### src/rtl/toeplitz_pkg.sv
// Shared configuration for the deserializer: default word length, default
// mid-word idle tolerance and the FSM state encoding.
package toeplitz_pkg;

    localparam int DEFAULT_L       = 128;
    localparam int DEFAULT_TIMEOUT = 16;

    typedef enum logic {
        IDLE    = 1'b0,  // no partial word held, bit counter at 0
        COLLECT = 1'b1   // 1..L-1 bits of the current word held
    } state_t;

endpackage

### src/rtl/deser_gap_timer.sv
// Idle-gap watchdog for a partially assembled word. Counts qbiten=0 cycles
// while the deserializer is busy and flags the cycle that would complete the
// TIMEOUT-th consecutive idle cycle. The owning edge discards the word.
// Only instantiated when DESERIALIZER_TIMEOUT_EN is defined.
module deser_gap_timer
    import toeplitz_pkg::*;
#(
    parameter int TIMEOUT = DEFAULT_TIMEOUT
) (
    input  logic clk,
    input  logic reset,
    input  logic busy,
    input  logic qbiten,
    output logic timeout
);

    // Counter only needs to reach TIMEOUT-1: the TIMEOUT-th idle cycle is
    // recognised combinationally so the discard lands on that same edge.
    localparam int GW = $clog2(TIMEOUT);

    logic [GW-1:0] gap_cnt;

    assign timeout = busy && !qbiten && (gap_cnt == GW'(TIMEOUT - 1));

    // Idle-cycle counter: cleared by any accepted bit, outside COLLECT, or on expiry.
    // NOTE: sequential state uses non-blocking assignments so every flop
    // samples pre-edge values regardless of process ordering.
    always_ff @(posedge clk or posedge reset) begin
        if (reset) begin
            gap_cnt <= '0;
        end else if (!busy || qbiten || timeout) begin
            gap_cnt <= '0;
        end else begin
            gap_cnt <= gap_cnt + 1'b1;
        end
    end

endmodule

### src/rtl/deserializer.sv
// Serial-to-parallel converter, MSB first. One bit is accepted per clock with
// qbiten=1; after L bits the word is loaded into y and ystrobe pulses in the
// following cycle. Optional feature macro DESERIALIZER_TIMEOUT_EN enables the
// mid-word gap timer: a partial word idle for TIMEOUT cycles is discarded and
// terr pulses. Without the macro, partial words survive arbitrary gaps.
module deserializer
    import toeplitz_pkg::*;
#(
    parameter int L       = DEFAULT_L,
    parameter int TIMEOUT = DEFAULT_TIMEOUT
) (
    input  logic         clk,
    input  logic         reset,
    input  logic         qbit,
    input  logic         qbiten,
    output logic [L-1:0] y,
    output logic         ystrobe,
    output logic         terr,
    output logic         busy
);

    localparam int CW = $clog2(L);

    state_t          state, next_state;
    logic [CW-1:0]   bit_cnt;
    // Holds the first L-1 bits; the L-th bit goes straight into y together
    // with them, so the word is never assembled a cycle late.
    logic [L-2:0]    shreg;
    logic [L-1:0]    shreg_next;
    logic            last_bit;
    logic            timeout;

    assign shreg_next = {shreg, qbit};
    assign last_bit   = qbiten && (bit_cnt == CW'(L - 1));
    assign busy       = (state == COLLECT);

`ifdef DESERIALIZER_TIMEOUT_EN
    deser_gap_timer #(
        .TIMEOUT (TIMEOUT)
    ) u_gap_timer (
        .clk     (clk),
        .reset   (reset),
        .busy    (busy),
        .qbiten  (qbiten),
        .timeout (timeout)
    );

    // Error pulse in the cycle after a partial word is discarded.
    always_ff @(posedge clk or posedge reset) begin
        if (reset) begin
            terr <= 1'b0;
        end else begin
            terr <= timeout;
        end
    end
`else
    logic unused_timeout_cfg;

    assign timeout            = 1'b0;
    assign terr               = 1'b0;
    assign unused_timeout_cfg = (TIMEOUT != 0);
`endif

    // FSM state register.
    always_ff @(posedge clk or posedge reset) begin
        if (reset) begin
            state <= IDLE;
        end else begin
            state <= next_state;
        end
    end

    // Next-state decode: enter COLLECT on the first bit, leave on the L-th bit or timeout.
    // NOTE: next_state gets a default before the case so no path leaves it
    // unassigned, which would otherwise infer a latch.
    always_comb begin
        next_state = state;
        case (state)
            IDLE:    if (qbiten)              next_state = COLLECT;
            COLLECT: if (last_bit || timeout) next_state = IDLE;
            default:                          next_state = IDLE;
        endcase
    end

    // Datapath: shift accepted bits, count them, publish the finished word.
    always_ff @(posedge clk or posedge reset) begin
        if (reset) begin
            bit_cnt <= '0;
            shreg   <= '0;
            y       <= '0;
            ystrobe <= 1'b0;
        end else begin
            ystrobe <= 1'b0;
            if (qbiten) begin
                shreg <= shreg_next[L-2:0];
                if (last_bit) begin
                    y       <= shreg_next;
                    ystrobe <= 1'b1;
                    bit_cnt <= '0;
                end else begin
                    bit_cnt <= bit_cnt + 1'b1;
                end
            end else if (timeout) begin
                // Stale shreg bits are harmless: a new word overwrites all of them.
                bit_cnt <= '0;
            end
        end
    end

endmodule

### config.mk
export PLATFORM = sky130hd
export DESIGN_NAME = deserializer
export DESIGN_NICKNAME = d
export VERILOG_FILES = /design/src/rtl/toeplitz_pkg.sv /design/src/rtl/deser_gap_timer.sv /design/src/rtl/deserializer.sv
export SDC_FILE = /design/constraint.sdc
export NUM_CORES = 1
export LEC_CHECK = 0
export ABC_AREA = 1
export BUFFER_PORTS_ARGS = -buffer_cell sky130_fd_sc_hd__buf_2
export CORE_UTILIZATION = 61
export CTS_BUF_LIST = sky130_fd_sc_hd__clkbuf_4 sky130_fd_sc_hd__clkbuf_8 sky130_fd_sc_hd__clkbuf_16
export CTS_CLUSTER_DIAMETER = 50
export DETAILED_ROUTE_END_ITERATION = 10
export PLACE_DENSITY = 0.82
export SYNTH_ARGS = -nofsm -noshare
export SYNTH_HDL_FRONTEND = slang
export SYNTH_SLANG_ARGS = --single-unit
### constraint.sdc
create_clock -name clk -period 23 [get_ports clk]
set_input_delay 3.45 -clock clk [delete_from_list [all_inputs] [get_ports clk]]
set_output_delay 3.45 -clock clk [all_outputs]
set_load 0.01 [all_outputs]
Yosys cells after proc, flatten, opt, wreduce, memory -nomap -nowiden
Cells that the tools add are included. W data, S select, Z words.

Flip-flop bits (word level): 264. Bits of input ports: 4. Output and inout bits: 131. Word-level logic and storage cells: 16.

Add/sub/neg operators: 1. Equality and inequality tests: 1. Mux-type cells: 6. Bitwise operators: 1. Reduce and logical (&&, ||, !) cells: 2.

Operator list (count): $add A7 B1 Y7 const B (1); $eq A7 B7 Y1 const B (1); $mux W7 (1); $mux W1 (4); $pmux W1 S2 (1); $reduce_and A2 Y1 (1); $logic_and A1 B1 Y1 (1); $not A1 Y1 (1).

Longest topological paths before layout
Gate-level depths: netlist (run 1).

Depth after elaboration: 4. Gate-level depth with buffers: 8. Depth with buffers taken out: 7.

Worst setup path before layout (run 1)
OpenSTA, ideal clock, no wires.

Path type: in2reg. Start: in qbiten. End: reg y[2]. Setup time: 0.130 ns. Arrival: 4.169 ns. Data required time: 22.870 ns. Setup slack: 18.701 ns. Cell stages on the path: 7. Buffers on the path: 2. Cells stage by stage: nand2_2 -> nor2_4 -> nand2_2 -> buf_2 -> buf_2 -> nand2_1 -> o21ai_1.

Word-level cells in the longest chain between the ends: 2.

RTL lines: from (decl) (RTL line deserializer.sv:15) `input logic qbiten,`; $logic_and A1 B1 Y1 (RTL line deserializer.sv:34) `assign last_bit = qbiten && (bit_cnt == CW'(L - 1));`; $reduce_and A2 Y1 (no source line) *; to (signal assigned) (RTL line deserializer.sv:97) `y <= shreg_next;`; to (decl) (RTL line deserializer.sv:16) `output logic [L-1:0] y,`.

Mark *: on every way between the ends. The rest lies on a longest branch, timed or not. A chain may end at the register's enable or synchronous reset.

Worst setup path after layout (run 1)
Start: in qbiten. End: reg y[3].

The elaborated chain is that of the path after synthesis.

==> results of run 1 <==
==> final cells by class <==
class,count,area (um2)
Clock buffer,39,828
Sequential cell,264,6610
Clock inverter,10,108
Fill cell,1122,3990
Timing Repair Buffer,137,702
Inverter,137,522
Multi-Input combinational cell,541,2400
Tap cell,211,264
==> logic make-up (layout without fill, tap and decap cells) <==
logic type      Yosys count  in the layout  synth area share, %
simple gates            281            281                 10.9
compound gates          255            255                 13.0
fa+ha+maj                 1              1                0.128
other cells               1              1               0.0383
xor+xnor                  3              3                0.269
flops                   264            264                 67.5
buf+inv                 194            323                 8.06
==> power by group through the flow <==
| stage | Clock, mW | Combinational [mW] | Sequential (mW) |
|---|---|---|---|
| floorplan | 0 | 0.105 | 0.633 |
| global placement | 0 | 0.198 | 0.616 |
| detailed placement | 0 | 0.208 | 0.618 |
| CTS | 0.451 | 0.210 | 0.612 |
| global route | 0.471 | 0.237 | 0.624 |
| finish | 0.443 | 0.206 | 0.613 |
==> metrics by stage <==
| stage | power [mW] | area [um2] | cells | util, % | hold slack, ns |
|---|---|---|---|---|---|
| finish | 1.26 | 11400 | 1339 | 74.1 | 0.477 |
| global route | 1.33 | 11400 | 1339 | 74.1 | 0.498 |
| CTS | 1.27 | 11400 | 1339 | 74.1 | 0.477 |
| detailed placement | 0.825 | 10500 | 1290 | 68.0 | 0.467 |
| global placement | 0.814 | 10500 | 1290 | 68.0 | 0.459 |
| floorplan | 0.738 | 9780 | 999 | - | 0.450 |
==> state kept, by name, indices dropped and copies added, names as in the netlist <==
name,flops
bit_cnt,7
busy,1
shreg,127
y,128
ystrobe,1
==> metal layers <==
layer  vias up  global-route usage (%)
met5         -                       0
met1      3290                    32.3
met4         0                    5.05
met2       140                    37.4
li1       3337                       -
met3        28                    3.24
==> cell usage in the layout (no fill, tap or decap) <==
master,Yosys,routed
sky130_fd_sc_hd__buf_2,39,132
sky130_fd_sc_hd__buf_4,1,4
sky130_fd_sc_hd__buf_6,1,1
sky130_fd_sc_hd__bufinv_16,0,2
sky130_fd_sc_hd__clkbuf_16,0,27
sky130_fd_sc_hd__clkbuf_4,0,2
sky130_fd_sc_hd__clkbuf_8,0,10
sky130_fd_sc_hd__clkinv_2,0,5
sky130_fd_sc_hd__clkinvlp_4,0,3
sky130_fd_sc_hd__conb_1,1,1
sky130_fd_sc_hd__dfrtp_1,264,264
sky130_fd_sc_hd__ha_1,1,1
sky130_fd_sc_hd__inv_1,137,136
sky130_fd_sc_hd__inv_8,0,1
sky130_fd_sc_hd__nand2_1,270,270
sky130_fd_sc_hd__nand2_2,2,1
sky130_fd_sc_hd__nand2_8,0,1
sky130_fd_sc_hd__nand3_1,2,2
sky130_fd_sc_hd__nor2_1,5,5
sky130_fd_sc_hd__nor2_4,1,1
sky130_fd_sc_hd__nor3_1,1,1
sky130_fd_sc_hd__o21ai_0,135,135
sky130_fd_sc_hd__o21ai_1,120,120
sky130_fd_sc_hd__xnor2_1,1,1
sky130_fd_sc_hd__xor2_1,2,2
==> worst min-delay path, stage by stage (launching register included) <==
cell                      delay, ns
sky130_fd_sc_hd__dfrtp_1       0.34
sky130_fd_sc_hd__nand2_1       0.05
sky130_fd_sc_hd__o21ai_0       0.05
==> path summary, 6_finish.rpt <==
| check | startpoint | end | slack [ns] |
|---|---|---|---|
| worst max-delay path | qbiten | y[3] | 17.23 |
| worst min register to register | shreg[119] | shreg[120] | 0.48 |
| worst max register to register | bit_cnt[0] | y[0] | 20.18 |
| min in group asynchronous | reset | y[17] | 3.05 |
| worst min-delay path | shreg[119] | shreg[120] | 0.48 |
| max in group asynchronous | reset | shreg[64] | 18.45 |
==> reports/qor.txt, run 1 <==
Portion of total power attributed to combinational logic -> 16.3%
Switching part of the total -> 28.0%
DPL Wire Length -> 10600 um
Root buffer cell -> sky130_fd_sc_hd__clkbuf_16
Count of endpoints failing hold in the final timing report -> 0
Global placement routability congestion -> 0.745
Initial antenna violation count -> 0
Final period demand of the worst path -> 5.77 ns
Critical path cell sequence -> buf_6, nand2_2, nor2_4, nand2_8, buf_4, nand2_1, o21ai_1
Setup total negative slack -> 0 ns
Actual transition at the worst max-transition pin -> 0.973 ns
Initial core utilization -> 63.4%
Total overflow reported by the global router -> 0
Number of cells on the critical path -> 7
Layout overhead on the synthesized area -> 16.9%
Critical Setup Path Class -> in -> reg
Via count -> 6795
Crit share post-route -> 25.1%
Clock tree from TritonCTS -> built
Synthesized area per cell -> 9.79 um2
Worst setup slack after placement -> 16.75 ns
Placeable Area -> 0.0154 mm2
Power per standard cell area -> 110 mW/mm2
Number of remaining DRC errors -> 0
Net count after synthesis -> 1004
DR iter-0 viols -> 443
Sw Pwr -> 0.353 mW
Status -> complete, no violations
Cell accounting for the most synthesized area -> sky130_fd_sc_hd__dfrtp_1
Clock-pin transition on the worst setup and hold timing paths -> 0.06 ns
Worst-path cell with the longest stage delay -> sky130_fd_sc_hd__buf_6
Count of nets after finishing -> 1113
Setup bufs post-CTS -> 0
Synth Flop Type -> sky130_fd_sc_hd__dfrtp_1
Sequential fraction of design power -> 48.6%
Hold Buf Count CTS -> 0
Insertion delay of the later-clocked pin in the worst-skew pair -> 0.51 ns
Largest net degree at the start of global routing -> 163
Quantity of gates resized following cts -> 0
Kind of end point of the critical path -> flip-flop
Share of the synthesized area in the top cell type -> 67.5%
Slowest stage delay, CP -> 0.67 ns
Setup repair after global routing missed its margin -> false
Achievable clock frequency -> 173 MHz
EDFF count, synth -> 0
Met3 WL post-DR -> 823 um
Worst hold-check path type -> reg -> reg
Clk sink count -> 264
Critical path peak fanout -> 162
Number of distinct library cells after synthesis -> 18
Largest buffer count on any clock path -> 3
Fin. max-slew vios -> 0
CP Data Arrival Time -> 6.13 ns
Wire length of the first global-routing pass -> 30200 um
Num CTS Buffers -> 27
Routed length per instance -> 13.4 um
Most repeated cell in the gate-level netlist after synthesis -> sky130_fd_sc_hd__nand2_1
Syn Inst Count -> 999
Htree depth -> 1
Sum of routed wire segments on met1 -> 8330 um
Number of iterations in the first detailed-routing pass -> 6
Final worst-path setup slack -> 17.23 ns
ANT cells -> 0
Leakage dissipation -> 5.75 nW
Detail Route met2 WL -> 8520 um
Row count -> 45
Layout Skew -> 0.00898 ns
CP Buf/Inv Count -> 2
X dimension of the die -> 129 um
Count of boundary I/O pins -> 135
Seq/Total Area, Yosys -> 67.5%
Detail-routed via count per cell -> 5.07
Remaining antenna violation count after routing -> 0
Internal power summed over all cells -> 0.909 mW
Setup crit start kind -> primary input
Number of global-route vias before repair -> 6482
Count of yosys warnings during synthesis -> 0
Count of state elements after synthesis -> 264
Share of final-layout standard cells stronger than drive strength 1 -> 16.8%
Reg2Reg Depth -> 8
Async S/R FF share, synth -> 100%
Reported max-cap violation count -> 0
Wirelength, routed -> 17900 um
All-layer global routing usage -> 22.6%
Top post-synthesis cells by area -> sky130_fd_sc_hd__dfrtp_1 (68%), sky130_fd_sc_hd__nand2_1 (10%), sky130_fd_sc_hd__o21ai_0 (6.9%)
Most used standard cells in the synthesized netlist -> sky130_fd_sc_hd__nand2_1 (270), sky130_fd_sc_hd__dfrtp_1 (264), sky130_fd_sc_hd__inv_1 (137)
Portion of total power attributed to the clock network -> 35.1%
Mapped Area -> 0.00978 mm2
Die H -> 129 um
Instance count along the most critical hold path -> 2
Relative slew slack -> 35.1%
Largest voltage drop on the vdd net -> 64.1 uV
CP top delay family -> buffers and inverters
Floorplan die area -> 0.0166 mm2
Highest routing layer actually used -> met4
Final setup violating endpoints -> 0
Port Buffer Count -> 133
Req. time, crit path -> 23.36 ns
Note: power is estimated with default switching activity, not from simulation.
==> run 2, diff against run 1 <==
--- a/config.mk
+++ b/config.mk
@@ -7,11 +7,11 @@
 export LEC_CHECK = 0
 export ABC_AREA = 1
 export BUFFER_PORTS_ARGS = -buffer_cell sky130_fd_sc_hd__buf_2
-export CORE_UTILIZATION = 61
+export CORE_UTILIZATION = 57
 export CTS_BUF_LIST = sky130_fd_sc_hd__clkbuf_4 sky130_fd_sc_hd__clkbuf_8 sky130_fd_sc_hd__clkbuf_16
 export CTS_CLUSTER_DIAMETER = 50
 export DETAILED_ROUTE_END_ITERATION = 10
-export PLACE_DENSITY = 0.82
+export PLACE_DENSITY = 0.77
 export SYNTH_ARGS = -nofsm -noshare
 export SYNTH_HDL_FRONTEND = slang
 export SYNTH_SLANG_ARGS = --single-unit
==> constraint.sdc (replaced) <==
create_clock -name clk -period 5.7 [get_ports clk]
set_input_delay 0.855 -clock clk [delete_from_list [all_inputs] [get_ports clk]]
set_output_delay 0.855 -clock clk [all_outputs]
set_load 0.01 [all_outputs]
==> reports/qor.txt, run 2 (synthesis gave the netlist of run 1 again) <==
Status -> complete, no violations
Root buffer cell -> sky130_fd_sc_hd__clkbuf_16
Largest registers ranked by flip-flop count -> y x128, shreg x127, bit_cnt x7
Initial antenna violation count -> 0
Clock-pin transition on the worst setup and hold timing paths -> 0.06 ns
Area of all sequential standard cells -> 0.00661 mm2
Core Util, Final -> 68.7%
Crit share post-route -> 48.3%
Register with the highest flop count -> y
Largest net degree at the start of global routing -> 190
Achievable clock frequency -> 363 MHz
DPL Wire Length -> 10600 um
Remaining antenna violation count after routing -> 0
DR iter-0 viols -> 461
Commonest non-fill, non-tap cell in the layout -> sky130_fd_sc_hd__nand2_1
Port Buffer Count -> 133
Routed length per instance -> 13.1 um
ANT cells -> 0
Worst-path cell with the longest stage delay -> sky130_fd_sc_hd__nand2_8
Global placement routability congestion -> 0.731
Total overflow reported by the global router -> 0
Initial core utilization -> 58.8%
Critical path cell sequence -> buf_6, nand2_2, nor2_4, nand2_8, buf_4, inv_1, nor3_1
Wirelength, routed -> 17700 um
Count of endpoints failing hold in the final timing report -> 0
Critical register-to-register path endpoint -> bit_cnt[0]
Layout overhead on the synthesized area -> 16.9%
Power per standard cell area -> 441 mW/mm2
Final setup violating endpoints -> 0
Start point of the worst hold path -> shreg[40]
Number of remaining DRC errors -> 0
Post-placement cell area -> 0.0105 mm2
Largest buffer count on any clock path -> 3
Power, Total -> 5.04 mW
Num CTS Buffers -> 27
Wire length of the first global-routing pass -> 30700 um
Critical Setup Path Class -> in -> reg
Kind of end point of the critical path -> flip-flop
Row count -> 47
Commonest non-fill, non-tap cells in the layout -> sky130_fd_sc_hd__nand2_1 (270), sky130_fd_sc_hd__dfrtp_1 (264), sky130_fd_sc_hd__inv_1 (136), sky130_fd_sc_hd__o21ai_0 (135), sky130_fd_sc_hd__buf_2 (132)
Die H -> 133 um
All-layer global routing usage -> 21.1%
Actual transition at the worst max-transition pin -> 1.05 ns
Setup slack of the most critical reg-to-reg path -> 2.98 ns
CP Buf/Inv Count -> 3
Layout Skew -> 0.00835 ns
Worst hold-check path type -> reg -> reg
Instance count along the most critical hold path -> 2
CP top delay family -> simple AND/OR/NAND/NOR gates
Reg2Reg Depth -> 7
Setup repair after global routing missed its margin -> false
Count of boundary I/O pins -> 135
Final period demand of the worst path -> 2.76 ns
Hold Buf Count CTS -> 0
Area taken by multi-input logic gates -> 0.00240 mm2
Placeable Area -> 0.0166 mm2
Filler Cell Count -> 1308
Insertion delay of the later-clocked pin in the worst-skew pair -> 0.51 ns
Setup bufs post-CTS -> 0
Via count -> 6552
Largest voltage drop on the vdd net -> 274 uV
Detail-routed via count per cell -> 4.85
Critical path peak fanout -> 189
Clk sink count -> 264
Htree depth -> 1
Fin. max-slew vios -> 0
Number of global-route vias before repair -> 6360
Setup total negative slack -> 0 ns
Leakage dissipation -> 5.75 nW
Flip-flop count of the largest register, all copies and words added -> 128
Setup crit start kind -> primary input
Critical register-to-register path startpoint -> bit_cnt[0]
Count of nets after finishing -> 1115
Relative slew slack -> 29.7%
Number of iterations in the first detailed-routing pass -> 5
Placed Instances -> 1301
Number of non-filler instances in the completed layout -> 1350
X dimension of the die -> 133 um
Reported max-cap violation count -> 0
Quantity of gates resized following cts -> 0
CP Data Arrival Time -> 3.19 ns
Clock tree from TritonCTS -> built
Floorplan die area -> 0.0177 mm2
Slowest stage delay, CP -> 0.73 ns
Post-route cell area -> 0.0114 mm2
Share of final-layout standard cells stronger than drive strength 1 -> 17.0%
Hold Path End -> shreg[41]
Req. time, crit path -> 6.13 ns
-- run 2: per-layer routing --
layer / global-route usage, % / up-vias / share of wire, %
met5: 0 / - / 0
met1: 31.3 / 3052 / 47
met4: 4.85 / 0 / 1.2
li1: - / 3352 / -
met2: 32.5 / 130 / 47
met3: 4.10 / 18 / 5.4
-- run 2: area by class of cell --
type	instances	area share, %
clock inverters	7	0.547
well taps	220	2.41
flip-flops and latches	264	57.7
clock buffers	42	7.38
inverters	137	4.53
multi-input cells	541	21.0
repair buffers	139	6.38
-- run 2: power breakdown --
| part | switching (mW) | internal, mW | leakage (nW) |
|---|---|---|---|
| Combinational | 0.507 | 0.323 | 1.74 |
| Sequential | 0.214 | 2.25 | 3.55 |
| Clock | 0.688 | 1.06 | 0.459 |
| Total | 1.41 | 3.63 | 5.75 |
-- run 2: tightest hold or removal path, cell delays in order, from the launching register on --
cell                      delay, ns
sky130_fd_sc_hd__dfrtp_1       0.34
sky130_fd_sc_hd__nand2_1       0.05
sky130_fd_sc_hd__o21ai_0       0.06
-- run 2: through the flow --
stage          hold WS (ns)  setup slack [ns]
4_1_cts               0.481              2.96
5_1_grt               0.498              2.65
3_3_place_gp          0.449              2.46
3_5_place_dp          0.466              2.39
2_1_floorplan         0.450              1.36
6_report              0.474              2.94
-- run 2: worst max-delay path by stage --
stage               startpoint    endpoint  slack, ns  cells past startpoint
finish                  qbiten  bit_cnt[0]       2.94                      7
global route            qbiten        y[0]       2.65                      8
CTS                     qbiten  bit_cnt[0]       2.96                      7
detailed placement      qbiten  bit_cnt[0]       2.39                      7
global placement        qbiten        y[0]       2.46                      8
floorplan                reset  bit_cnt[0]       1.36                      1
==> run 3, diff against run 2 <==
--- a/config.mk
+++ b/config.mk
@@ -7,11 +7,11 @@
 export LEC_CHECK = 0
 export ABC_AREA = 1
 export BUFFER_PORTS_ARGS = -buffer_cell sky130_fd_sc_hd__buf_2
-export CORE_UTILIZATION = 57
+export CORE_UTILIZATION = 51
 export CTS_BUF_LIST = sky130_fd_sc_hd__clkbuf_4 sky130_fd_sc_hd__clkbuf_8 sky130_fd_sc_hd__clkbuf_16
 export CTS_CLUSTER_DIAMETER = 50
 export DETAILED_ROUTE_END_ITERATION = 10
-export PLACE_DENSITY = 0.77
+export PLACE_DENSITY = 0.73
 export SYNTH_ARGS = -nofsm -noshare
 export SYNTH_HDL_FRONTEND = slang
 export SYNTH_SLANG_ARGS = --single-unit
==> constraint.sdc (replaced) <==
create_clock -name clk -period 2.4 [get_ports clk]
set_input_delay 0.36 -clock clk [delete_from_list [all_inputs] [get_ports clk]]
set_output_delay 0.36 -clock clk [all_outputs]
set_load 0.01 [all_outputs]
==> reports/qor.txt, run 3 (synthesis gave the netlist of run 1 again) <==
Detail-routed via count per cell -> 4.84
Register with the highest flop count -> y
Actual transition at the worst max-transition pin -> 0.642 ns
DR iter-0 viols -> 345
Post-placement cell area -> 0.0107 mm2
Worst-path cell with the longest stage delay -> sky130_fd_sc_hd__dfrtp_1
Setup crit start kind -> flip-flop
Global Route met2 Usage -> 29.4%
Num CTS Buffers -> 27
Commonest non-fill, non-tap cells in the layout -> sky130_fd_sc_hd__nand2_1 (270), sky130_fd_sc_hd__dfrtp_1 (264), sky130_fd_sc_hd__inv_1 (136), sky130_fd_sc_hd__o21ai_0 (135), sky130_fd_sc_hd__buf_2 (132)
Critical register-to-register path startpoint -> bit_cnt[1]
Layout Skew -> 0.00993 ns
Placed Instances -> 1324
Critical Setup Path Class -> reg -> reg
ANT cells -> 0
CP top delay family -> simple AND/OR/NAND/NOR gates
Initial antenna violation count -> 0
Kind of end point of the critical path -> flip-flop
Number of iterations in the first detailed-routing pass -> 5
Final period demand of the worst path -> 1.73 ns
Power per standard cell area -> 1040 mW/mm2
Routed length per instance -> 12.8 um
Critical path peak fanout -> 74
Worst hold-check path type -> in -> reg
Fin. max-slew vios -> 0
Flip-flop count of the largest register, all copies and words added -> 128
Achievable clock frequency -> 579 MHz
Via count -> 6647
Leakage dissipation -> 5.85 nW
Largest voltage drop on the vdd net -> 585 uV
Filler Cell Count -> 1542
Start point of the worst hold path -> qbit
CP Buf/Inv Count -> 1
Setup repair after global routing missed its margin -> false
Met3 demand-to-capacity share in global routing -> 3.25%
Layout overhead on the synthesized area -> 19.0%
Root buffer cell -> sky130_fd_sc_hd__clkbuf_16
Commonest non-fill, non-tap cell in the layout -> sky130_fd_sc_hd__nand2_1
Post-route cell area -> 0.0116 mm2
CP Data Arrival Time -> 2.10 ns
Largest net degree at the start of global routing -> 175
Wirelength, routed -> 17600 um
Crit share post-route -> 71.9%
Largest buffer count on any clock path -> 3
Number of remaining DRC errors -> 0
GRT Max-Usage Layer -> met2
Die H -> 141 um
Power, Total -> 12.1 mW
Final setup violating endpoints -> 0
Status -> complete, no violations
Count of endpoints failing hold in the final timing report -> 0
Floorplan die area -> 0.0197 mm2
Final hold slack -> 0.0714 ns
Clock-pin transition on the worst setup and hold timing paths -> 0.06 ns
Initial core utilization -> 52.1%
Slowest stage delay, CP -> 0.37 ns
Clock tree from TritonCTS -> built
Met1 global-route usage -> 27.5%
Wire length of the first global-routing pass -> 30500 um
Port Buffer Count -> 133
Critical path origin -> bit_cnt[1]
Number of non-filler instances in the completed layout -> 1374
Insertion delay of the later-clocked pin in the worst-skew pair -> 0.51 ns
Clk sink count -> 264
Req. time, crit path -> 2.78 ns
X dimension of the die -> 141 um
Critical path cell sequence -> ha_1, nand2_2, nor2_4, nand2_8, buf_12, nand2_1, o21ai_1
Placeable Area -> 0.0188 mm2
Largest registers ranked by flip-flop count -> y x128, shreg x127, bit_cnt x7
Row count -> 50
Share of final-layout standard cells stronger than drive strength 1 -> 17.6%
Count of boundary I/O pins -> 135
All-layer global routing usage -> 18.8%
Total overflow reported by the global router -> 0
Global placement routability congestion -> 0.733
Remaining antenna violation count after routing -> 0
Number of global-route vias before repair -> 6373
Reported max-cap violation count -> 0
Count of nets after finishing -> 1125
Relative slew slack -> 57.2%
DPL Wire Length -> 11100 um
Htree depth -> 1
[run 3: cell types whose count changed in the layout (fill, tap and decap cells not counted), moves of 2 or more]
| cell | delta |
|---|---|
| sky130_fd_sc_hd__buf_12 | +7 |
| sky130_fd_sc_hd__clkbuf_8 | -4 |
| sky130_fd_sc_hd__buf_4 | +2 |
| sky130_fd_sc_hd__bufinv_16 | +2 |
| sky130_fd_sc_hd__clkinv_2 | +2 |
| sky130_fd_sc_hd__clkinv_4 | +2 |
[run 3: worst paths after layout]
path / slack, ns / endpoint / depth (start not counted)
max: 0.67 / y[32] / 7
min: 0.07 / y[0] / 3
min in group asynchronous: 0.47 / y[116] / 3
max reg2reg: 0.67 / y[32] / 7
max in group asynchronous: 1.20 / shreg[16] / 4
min reg2reg: 0.48 / shreg[17] / 2
[run 3: report_power, final]
group	internal (mW)	switching, mW
logic	0.794	1.20
clock network	2.60	1.65
registers	5.34	0.515
[run 3: final cells by class]
cell class / instances / area, um2 / share of cell area (%)
flip-flops and latches: 264 / 6610 / 56.8
multi-input cells: 541 / 2400 / 20.6
repair buffers: 149 / 895 / 7.69
clock buffers: 37 / 782 / 6.72
inverters: 137 / 518 / 4.45
well taps: 234 / 293 / 2.52
clock inverters: 12 / 143 / 1.23
[run 3: metal layers]
| layer | part of all wire [%] | up-vias |
|---|---|---|
| li1 | - | 3366 |
| met1 | 48 | 3118 |
| met2 | 46 | 144 |
| met3 | 4.2 | 19 |
| met4 | 1.5 | 0 |
| met5 | 0 | - |
[run 3: timing repair]
item / CTS / global route
endpoints found under the setup margin: 0 / 0
hold endpoints to repair: 14 / 0
gates resized for setup: 0 / 0
hold buffers: 1 / 0
buffers inserted: 0 / 0
[run 3: tightest hold or removal path, cell delays in order]
cell,delay (ns)
sky130_fd_sc_hd__buf_2,0.09
sky130_fd_sc_hd__nand2_1,0.05
sky130_fd_sc_hd__nand2_1,0.05
[run 3: through the flow]
step	setup TNS (ns)	setup slack [ns]	util, %
6_report	0	0.674	62.0
5_1_grt	0	0.520	62.0
4_1_cts	0	0.679	62.0
3_5_place_dp	0	0.625	57.0
3_3_place_gp	0	0.671	57.0
2_1_floorplan	-381.09	-1.44	-
